===== config.mk =====
export PLATFORM = sky130hd
export DESIGN_NAME = pipe_reg_chain
export DESIGN_NICKNAME = d
export VERILOG_FILES = /design/src/rtl/pipe_reg_chain.sv
export SDC_FILE = /design/constraint.sdc
export NUM_CORES = 1
export LEC_CHECK = 0
export CORE_MARGIN = 4
export CORE_UTILIZATION = 52
export CTS_CLUSTER_SIZE = 8
export DETAILED_ROUTE_END_ITERATION = 8
export PLACE_DENSITY = 0.85
export SYNTH_ARGS = -nofsm -noshare
export SYNTH_HDL_FRONTEND = slang
export SYNTH_SLANG_ARGS = --single-unit

===== constraint.sdc =====
create_clock -name clk -period 2.66 [get_ports clk]
set_input_delay 0.266 -clock clk [delete_from_list [all_inputs] [get_ports clk]]
set_output_delay 0.266 -clock clk [all_outputs]
set_load 0.05 [all_outputs]

===== src/rtl/pipe_reg_chain.sv =====
// pipe_reg_chain: WIDTH-bit, DEPTH-stage register pipeline with valid/ready
// handshakes on both ends, per-stage valid bits, bubble collapsing and a
// registered occupancy count.
// Optional feature: define PIPE_REG_CHAIN_FLUSH_EN to add a 'flush' input that
// empties the chain (valid bits and count) without touching the data registers.
module pipe_reg_chain #(
  parameter int WIDTH = 8,
  parameter int DEPTH = 4
) (
  input  logic                       clk,
  input  logic                       rst,
`ifdef PIPE_REG_CHAIN_FLUSH_EN
  input  logic                       flush,
`endif
  input  logic                       in_valid,
  output logic                       in_ready,
  input  logic [WIDTH-1:0]           in_data,
  output logic                       out_valid,
  input  logic                       out_ready,
  output logic [WIDTH-1:0]           out_data,
  output logic [$clog2(DEPTH+1)-1:0] count
);

  localparam int CW = $clog2(DEPTH+1);

  // Per-stage state: index 0 is the input side, DEPTH-1 the output side.
  logic [DEPTH-1:0] v_q;
  logic [WIDTH-1:0] d_q [DEPTH];

  // Upstream view of each stage (producer for stage 0, previous stage otherwise).
  logic [DEPTH-1:0] up_v;
  logic [WIDTH-1:0] up_d [DEPTH];

  // Per-stage ready: a stage may load when it is empty or its content moves on.
  logic [DEPTH-1:0] r;

  logic [CW-1:0] count_q;
  logic [CW-1:0] count_d;
  logic          in_fire;
  logic          out_fire;
  logic          flush_w;

`ifdef PIPE_REG_CHAIN_FLUSH_EN
  assign flush_w = flush;
`else
  assign flush_w = 1'b0;
`endif

  genvar gi;
  generate
    for (gi = 0; gi < DEPTH; gi++) begin : g_up
      if (gi == 0) begin : g_first
        assign up_v[gi] = in_valid;
        assign up_d[gi] = in_data;
      end else begin : g_inner
        assign up_v[gi] = v_q[gi-1];
        assign up_d[gi] = d_q[gi-1];
      end
    end
  endgenerate

  // Ready ripples from the consumer back to the producer; an empty stage always
  // accepts, which is what lets words slide past bubbles while the output stalls.
  // in_valid never enters this chain, so in_ready has no path from in_valid.
  always_comb begin
    r = '0;
    r[DEPTH-1] = ~v_q[DEPTH-1] | out_ready;
    for (int i = DEPTH - 2; i >= 0; i--) begin
      r[i] = ~v_q[i] | r[i+1];
    end
  end

  assign in_fire  = in_valid & r[0];
  assign out_fire = v_q[DEPTH-1] & out_ready;

  // Occupancy changes by at most one per cycle; simultaneous in/out cancels.
  always_comb begin
    count_d = count_q;
    unique case ({in_fire, out_fire})
      2'b10:   count_d = count_q + CW'(1);
      2'b01:   count_d = count_q - CW'(1);
      default: count_d = count_q;
    endcase
  end

  // Stage advance: valid follows upstream whenever the stage is ready; data only
  // loads for a real word so an empty stage keeps its stale contents.
  always_ff @(posedge clk) begin
    if (rst) begin
      v_q <= '0;
      for (int i = 0; i < DEPTH; i++) begin
        d_q[i] <= '0;
      end
    end else begin
      for (int i = 0; i < DEPTH; i++) begin
        if (flush_w) begin
          v_q[i] <= 1'b0;
        end else if (r[i]) begin
          v_q[i] <= up_v[i];
        end
        if (!flush_w && r[i] && up_v[i]) begin
          d_q[i] <= up_d[i];
        end
      end
    end
  end

  // Occupancy register; flush drops everything including a word offered this cycle.
  always_ff @(posedge clk) begin
    if (rst || flush_w) begin
      count_q <= '0;
    end else begin
      count_q <= count_d;
    end
  end

  assign in_ready  = r[0];
  assign out_valid = v_q[DEPTH-1];
  assign out_data  = d_q[DEPTH-1];
  assign count     = count_q;

endmodule


Word level (Yosys, flattened, before mapping)
Memories as Yosys holds them, arrays and structs flattened.
Index checks and enable logic that the tools add are counted.
Word-level totals
  bits in registers: 7
  output and inout bits: 13
  memories kept: 1
  bits of input ports: 12
  memory bits (writable): 32
Operators by class
  multiplexer cells: 19
  reduce and logical (&&, ||, !) cells: 5
  $add $sub $neg: 2
  bitwise gates (word level): 14
  equal/unequal tests: 2
Memories
  d_q: words 4, bits a word 8, read ports 4, clocked after memory_dff 0, write ports 4, RTL line 28  | logic [WIDTH-1:0] d_q [DEPTH];
Operators by type and width (count)
  $mux 8: 4
  $mux 1: 14
  $or 1x1->1: 8
  $pmux 3 s2: 1
  $logic_and 1x1->1: 4
  $not 1->1: 4
  $add 3x1->3 const B: 1
  $sub 3x1->3 const B: 1
  $and 1x1->1: 2
  $eq 2x1->1 const B: 1
  $eq 2x2->1 const B: 1
  $reduce_bool 2->1: 1

Depth between registers and ports, before layout
Gate-level depths: netlist of run 1.
  depth in word-level cells: 10
  gate-level depth with buffers: 10
  depth with buffers taken out: 9

Least setup slack after synthesis of run 1
OpenSTA, ideal clock, no wires.
  kind: reg-to-reg
  from: reg v_q[3]
  to: reg count_q[2], in the netlist count[2]
  buffers on the path: 1
  data required time: 2.590 ns
  setup slack: 0.018 ns
  data arrival time: 2.573 ns
  setup time: 0.070 ns
  stages on the path, launching flop included: 11
  period minus slack after synthesis: 2.642 ns
  path through: dfxtp_1 and4b_1 buf_2 nand2_2 nand2_1 ha_1 inv_1 fa_1 xor2_1 or3_1 a21oi_1
Between the ends
  word-level cells in the longest chain between the ends: 8
  elaborated cells on any way between the ends: 11
  those cells by class: 2 x eq/ne; 1 x mux; 7 x bitwise; 1 x reduce/logical
Ends and longest elaborated chain
  start, declared: RTL line 27  | logic [DEPTH-1:0] v_q;
  start signal, assigned by index: RTL line 99  | v_q[i] <= up_v[i];
  $not 1->1 *: RTL line 67  | r[DEPTH-1] = ~v_q[DEPTH-1] | out_ready;
  $or 1x1->1 *: RTL line 67
  $or 1x1->1 * (3 in a row): RTL line 69  | r[i] = ~v_q[i] | r[i+1];
  net in_ready: RTL line 16  | output logic in_ready,
  $and 1x1->1 *: RTL line 73  | assign in_fire = in_valid & r[0];
  $eq 2x1->1 / $eq 2x2->1 (equally long branches): RTL line 79  | unique case ({in_fire, out_fire})
  $pmux 3 s2 / $reduce_bool 2->1 (equally long branches)
  end signal, assigned: RTL line 113  | count_q <= count_d;
  end, declared: RTL line 37  | logic [CW-1:0] count_q;
Mark *: on every way through the listed nets, which the timed path passes. The rest lies on a longest branch.
A chain may end at the register's enable or synchronous reset.

Worst setup path after layout of run 1
  from: in out_ready
  to: reg count_q[2], in the netlist count[2]
Between the ends
  word-level cells in the longest chain between the ends: 7
  elaborated cells on any way between the ends: 10
  those cells by class: 2 x eq/ne; 1 x mux; 6 x bitwise; 1 x reduce/logical
Ends and longest elaborated chain
  start, declared: RTL line 19  | input logic out_ready,
  $or 1x1->1: RTL line 67
  $or 1x1->1 (3 in a row): RTL line 69
  $and 1x1->1: RTL line 73
  $eq 2x1->1 / $eq 2x2->1 (equally long branches): RTL line 79
  $pmux 3 s2 / $reduce_bool 2->1 (equally long branches)
Several ways; a longest one is shown, not always the timed one.

==> key figures, run 1 <==
CTS
  – Post-CTS setup buffers: 0
  – Clk Latency, worst-skew pair: 330 ps
  – # clock sinks: 39
  – Root Buffer: clkbuf_4
  – CTS Buf Count: 5
  – Cts hold-fix bufs: 0
  – CTS resizes: 0
  – CTS tree: built
  – Clk buf depth: 2
  – H-tree Lvls: 2
  – CTS clk-pin slew, worst paths: 110 ps

Power and ir drop
  – Clock network fraction of total power: 0.255
  – Combinational Power Share: 0.103
  – Switch Pwr: 260 uW
  – Peak supply drop: 0.363 mV
  – Flop pwr share: 0.641
  – Pint: 845 uW
  – Pwr Density: 579 nW/um^2
  – Switch share: 0.235
  – Leak: 0.000719 uW

Logic synthesis
  – Sequential share of the synthesized area: 0.697
  – Synthesized cell area: 1580 sq um
  – Syn_nets: 127
  – Yosys cell types: 23
  – Cell count after synthesis: 113
  – Yosys reg bits: 39
  – Avg Cell Area, Syn: 14.0 sq um
  – YS warnings: 0

Global route
  – First-pass GRT wire length: 3.57 mm
  – Initial antenna violation count: 0
  – GRT overflow: 0
  – Vias in the first global route: 877
  – Largest net degree at the start of global routing: 16
  – All-Layer GR Usage: 0.117

Job
  – Maxcap violations: 0

Timing
  – Final hold violation count: 0
  – RSZ-0062 raised after global routing: false
  – Rel. slew slack: 0.548
  – Fin. max-slew vios: 0
  – Fmax: 0.464 GHz
  – Worst Tran Pin Value: 676 ps
  – Setup TNS: 0 ps
  – Skew final: 9.86 ps
  – Final setup fails: 0
  – Final Cycle Share: 0.811
  – Final worst path period need: 2160 ps

Detailed routing
  – DRC viols: 0
  – Post-Route WL: 2.03 mm
  – Total number of vias: 867
  – DR iter-0 viols: 28
  – Post-DRT Antenna Nets: 0
  – Detailed-route wire length per cell: 11.6 microns
  – Router iterations before antenna repair: 4
  – Via-to-Cell Ratio: 4.95

Floorplan
  – Die height: 63.1 microns
  – Row count: 19
  – Die W: 63.1 microns
  – Die Area: 3980 sq um
  – Core Footprint: 2830 sq um
  – Starting density of the core: 0.558
  – # IOs: 25

Setup path
  – Critical path cell sequence: clkdlybuf4s50_1, and4b_1, nand2_2, nand2_1, ha_1, inv_1, fa_1, xor2_1, or3_1, a21oi_1
  – Reg2Reg Depth: 9
  – Worst Path Max Fanout: 4
  – Setup crit end kind: register
  – Critical path arrival: 2400 ps
  – WP data required: 2910 ps
  – Type of origin of the critical path: primary input
  – Slowest CP cell: clkdlybuf4s50_1
  – Critical Path Max Stage Delay: 440 ps
  – CP Class: primary input to register

Status
  – Status: complete, no violations

Worst hold path
  – Cells on Worst Hold Path: 2
  – Hold Crit Class: register to register

Finish
  – Design area: 1910 sq um
  – Fraction of layout instances using a drive strength above 1: 0.0972
  – Post-Layout Cell Count: 175
  – Nets: 157
  – Most common cell after layout, fill and taps aside: and2_1
  – Most frequent cells in the layout: 33 x and2_1, 32 x edfxtp_1, 23 x clkdlybuf4s50_1
  – Area grow syn2layout: 20.8%
  – Antenna Cells: 0

Placement
  – Dpl cell area: 1850 sq um
  – IO buf count: 24
  – Gpl congestion: 0.670
  – Detailed placer's ending HPWL: 1.60 mm
  – Placed insts: 167
final timing paths:
path,from,end,slack (ps)
worst max-delay path,out_ready,count[2],500
worst min-delay path,v_q[1],v_q[2],500
worst max register to register,v_q[3],count[2],540
worst min register to register,v_q[1],v_q[2],500
critical path: cells and delay by family:
| kind | cells | cell delay (ps) |
|---|---|---|
| AOI/OAI and AO/OA | 1 | 160 |
| xor gates and xnor gates | 1 | 150 |
| adders and majority gates | 2 | 540 |
| buffers and inverters | 2 | 500 |
| and+or+nand+nor | 4 | 780 |
flip-flops by register name (all words and copies together), names as in the netlist:
| signal | cells |
|---|---|
| v_q | 4 |
| count | 3 |
| d_q | 32 |
final cells by class:
type	instances	area [sq um]
Timing Repair Buffer	25	245
Clock buffer	6	41.3
Fill cell	211	922
Tap cell	31	38.8
Inverter	6	22.5
Multi-Input combinational cell	66	445
Sequential cell	39	1100
Clock inverter	2	12.5
power by group through the flow:
stage | clock, uW | combinational [uW] | sequential (uW)
4_1_cts | 293 | 116 | 709
2_1_floorplan | 0 | 39.0 | 752
3_3_place_gp | 0 | 111 | 720
3_5_place_dp | 0 | 115 | 723
5_1_grt | 320 | 123 | 713
6_report | 282 | 114 | 708
layer usage:
| layer | track usage | vias up | part of all wire |
|---|---|---|---|
| li1 | - | 447 | - |
| met3 | 0.0391 | 3 | 0.056 |
| met2 | 0.216 | 23 | 0.55 |
| met5 | 0 | - | 0 |
| met1 | 0.116 | 394 | 0.38 |
| met4 | 0.0579 | 0 | 0.010 |
through the flow:
| step | hold WS, ps | total power (uW) | setup WS (ps) | util |
|---|---|---|---|---|
| 2_1_floorplan | 383 | 791 | 17.7 | - |
| 3_3_place_gp | 466 | 831 | 268 | 0.655 |
| 3_5_place_dp | 482 | 838 | 163 | 0.655 |
| 4_1_cts | 509 | 1120 | 516 | 0.674 |
| 5_1_grt | 518 | 1160 | 405 | 0.674 |
| 6_report | 504 | 1100 | 503 | 0.674 |
Yosys cell counts:
cell type | n | area, sq um
nor3_4 | 1 | 16.3
or3_1 | 1 | 6.26
nand2b_1 | 1 | 6.26
and3b_1 | 1 | 8.76
o21bai_1 | 3 | 22.5
and2b_1 | 1 | 7.51
nand2_2 | 1 | 6.26
ha_1 | 1 | 12.5
a21o_1 | 1 | 7.51
xor2_1 | 2 | 17.5
fa_1 | 1 | 20.0
a21oi_4 | 1 | 16.3
o21ai_0 | 1 | 5.00
dfxtp_1 | 7 | 140
nor3_2 | 2 | 20.0
nand2_1 | 1 | 3.75
and4b_1 | 1 | 10.0
nor2_1 | 10 | 37.5
edfxtp_1 | 32 | 961
and2_1 | 33 | 206
buf_2 | 2 | 10.0
a21oi_1 | 3 | 15.0
inv_1 | 6 | 22.5
logic make-up after synthesis:
group / Yosys count / synth area share
xor+xnor: 2 / 0.0111
simple gates: 53 / 0.208
compound gates: 9 / 0.0420
buf+inv: 8 / 0.0206
flops: 39 / 0.697
fa+ha+maj: 2 / 0.0206
(Power assumes the default switching activity.)
==> run 2: changes to the inputs <==
==> constraint.sdc (replaced) <==
create_clock -name clk -period 2 [get_ports clk]
set_input_delay 0.2 -clock clk [delete_from_list [all_inputs] [get_ports clk]]
set_output_delay 0.2 -clock clk [all_outputs]
set_load 0.05 [all_outputs]
==> key figures, run 2 (synthesis results as in run 1) <==
Status
  – Status: complete, no violations (unchanged)

Timing
  – Fmax: 0.506 GHz
  – Fin. max-slew vios: 0 (unchanged)
  – Final WS setup: 22.1 ps (was 503 ps)
  – Skew final: 5.69 ps (was 9.86 ps)
  – Rel. slew slack: 0.546 (was 0.548)
  – RSZ-0062 raised after global routing: true (was false)
  – Final hold violation count: 0 (unchanged)
  – Final Cycle Share: 0.989
  – Final setup fails: 0 (unchanged)
  – Final worst path period need: 1980 ps
  – Worst Tran Pin Value: 679 ps (was 676 ps)

CTS
  – Clk buf depth: 2 (unchanged)
  – H-tree Lvls: 2 (unchanged)
  – Clk Latency, worst-skew pair: 320 ps (was 330 ps)
  – CTS Buf Count: 5 (unchanged)
  – CTS clk-pin slew, worst paths: 110 ps (about the same)
  – CTS tree: built (unchanged)
  – Root Buffer: clkbuf_4 (unchanged)
  – # clock sinks: 39 (unchanged)

Setup path
  – Critical path arrival: 2240 ps (was 2400 ps)
  – WP data required: 2260 ps (was 2910 ps)
  – Crit path buffers/inverters: 1 (was 2)
  – Critical path cell sequence: and4b_2, nand2_8, nand2_4, ha_4, inv_1, fa_2, xor2_1, or3_1, a21oi_2 (was clkdlybuf4s50_1, and4b_1, nand2_2, nand2_1, ha_1, inv_1, fa_1, xor2_1, or3_1, a21oi_1)
  – Worst R2R End: count[2] (unchanged)
  – Type of origin of the critical path: register (was primary input)
  – Critical Path Max Stage Delay: 360 ps (was 440 ps)
  – Cell family contributing the most delay on the critical path: simple AND/OR/NAND/NOR gates (unchanged)
  – Slowest CP cell: dfxtp_2 (was clkdlybuf4s50_1)
  – CP Class: register to register (was primary input to register)
  – Worst Path Max Fanout: 4 (unchanged)
  – Setup slack, reg-to-reg: 20 ps (was 540 ps)
  – Reg2Reg Depth: 9 (unchanged)
  – RR Startpoint: v_q[2] (was v_q[3])
  – Setup crit end kind: register (unchanged)

Global route
  – Largest net degree at the start of global routing: 13 (was 16)
  – First-pass GRT wire length: 3.97 mm (was 3.57 mm)
  – All-Layer GR Usage: 0.135 (was 0.117)
  – Initial antenna violation count: 0 (unchanged)
  – GRT overflow: 0 (unchanged)
  – Vias in the first global route: 936 (was 877)

Detailed routing
  – DRC viols: 0 (unchanged)
  – Post-Route WL: 2.39 mm (was 2.03 mm)
  – Detailed-route wire length per cell: 13.2 microns (was 11.6 microns)
  – DR iter-0 viols: 17 (was 28)
  – Router iterations before antenna repair: 4 (unchanged)
  – Total number of vias: 906 (was 867)
  – Post-DRT Antenna Nets: 0 (unchanged)
  – Via-to-Cell Ratio: 5.01 (was 4.95)

Finish
  – Nets: 163 (was 157)
  – Largest Register: d_q (unchanged)
  – Most frequent cells in the layout: 33 x and2_1, 32 x edfxtp_1, 22 x clkdlybuf4s50_1 (was 33 x and2_1, 32 x edfxtp_1, 23 x clkdlybuf4s50_1)
  – Antenna Cells: 0 (unchanged)
  – Fraction of layout instances using a drive strength above 1: 0.187 (was 0.0972)
  – Area grow syn2layout: 28.2% (was 20.8%)
  – End-of-flow core utilization: 0.716 (was 0.674)
  – Most common cell after layout, fill and taps aside: and2_1 (unchanged)
  – Largest register FFs: 32 (unchanged)
  – Fillers: 184 (was 211)

Floorplan
  – Die Area: 3980 sq um (unchanged)
  – Starting density of the core: 0.558 (unchanged)
  – Die W: 63.1 microns (unchanged)
  – Core Footprint: 2830 sq um (unchanged)
  – Row count: 19 (unchanged)
  – Die height: 63.1 microns (unchanged)
  – # IOs: 25 (unchanged)

Worst hold path
  – Worst min-delay path startpoint: out_ready (was v_q[1])
  – Hold Crit Class: primary input to register (was register to register)
  – Cells on Worst Hold Path: 4 (was 2)
  – Hold EP: v_q[3] (was v_q[2])

Power and ir drop
  – Peak supply drop: 0.557 mV (was 0.363 mV)
  – PnR Total Power: 1600 uW (was 1100 uW)
  – Pwr Density: 791 nW/um^2 (was 579 nW/um^2)
  – Leak: 0.000773 uW (was 0.000719 uW)

Placement
  – Gpl congestion: 0.721 (was 0.670)
  – IO buf count: 24 (unchanged)
  – Detailed placer's ending HPWL: 1.73 mm (was 1.60 mm)
  – Pre-CTS setup slack: -335 ps (was 163 ps)

Job
  – Maxcap violations: 0 (unchanged)
==> run 2: power breakdown <==
part / total [uW] / internal, uW / switching (uW)
clock: 495 / 257 / 238
sequential: 942 / 926 / 16.2
combinational: 165 / 68.3 / 96.3
total: 1600 / 1250 / 350
==> run 2: layout make-up <==
type / count / area, sq um / share of cell area
flip-flops and latches: 39 / 1110 / 0.547
well taps: 31 / 38.8 / 0.0192
inverters: 6 / 22.5 / 0.0111
repair buffers: 31 / 293 / 0.145
clock buffers: 5 / 37.5 / 0.0185
clock inverters: 3 / 38.8 / 0.0192
multi-input cells: 66 / 487 / 0.240
==> run 2: worst register-to-register path: stages, from the launching register on <==
cell	delay, ps
dfxtp_2	360
and4b_2	310
nand2_8	70
nand2_4	70
ha_4	130
inv_1	50
fa_2	330
xor2_1	160
or3_1	330
a21oi_2	110
==> run 2: worst max-delay path by stage <==
stage               from  endpoint  slack [ps]  cells after the start
2_1_floorplan     v_q[3]  count[2]         -90                     10
3_3_place_gp   out_ready  count[2]        -270                     10
3_5_place_dp   out_ready  count[2]        -330                     10
4_1_cts           v_q[3]  count[2]           3                      9
5_1_grt           v_q[2]  count[2]         -60                      9
6_report          v_q[2]  count[2]          20                      9
==> run 2: what timing repair did <==
action / in CTS / in global routing
gates resized for setup: 3 / 2
setup endpoints to repair: 1 / 1
pin swaps: 1 / 1
gates cloned: 0 / 0
hold buffers: 0 / 0
buffers inserted: 0 / 1
==> run 2: stage by stage <==
| stage | hold slack (ps) | setup TNS [ps] | std cells | area [sq um] |
|---|---|---|---|---|
| after floorplan | 317 | -89.2 | 113 | 1630 |
| after global placement | 474 | -417 | 172 | 1930 |
| after detailed placement | 496 | -517 | 172 | 1930 |
| after CTS | 504 | 0 | 180 | 2010 |
| after global routing | 407 | -59.9 | 181 | 2020 |
| final | 371 | 0 | 181 | 2020 |
==> run 2: metal layers <==
layer	up-vias	global-route usage	wire length, microns
li1	455	-	-
met1	421	0.107	791
met2	26	0.279	1430
met3	4	0.0444	123
met4	0	0.0661	44
met5	-	0	0
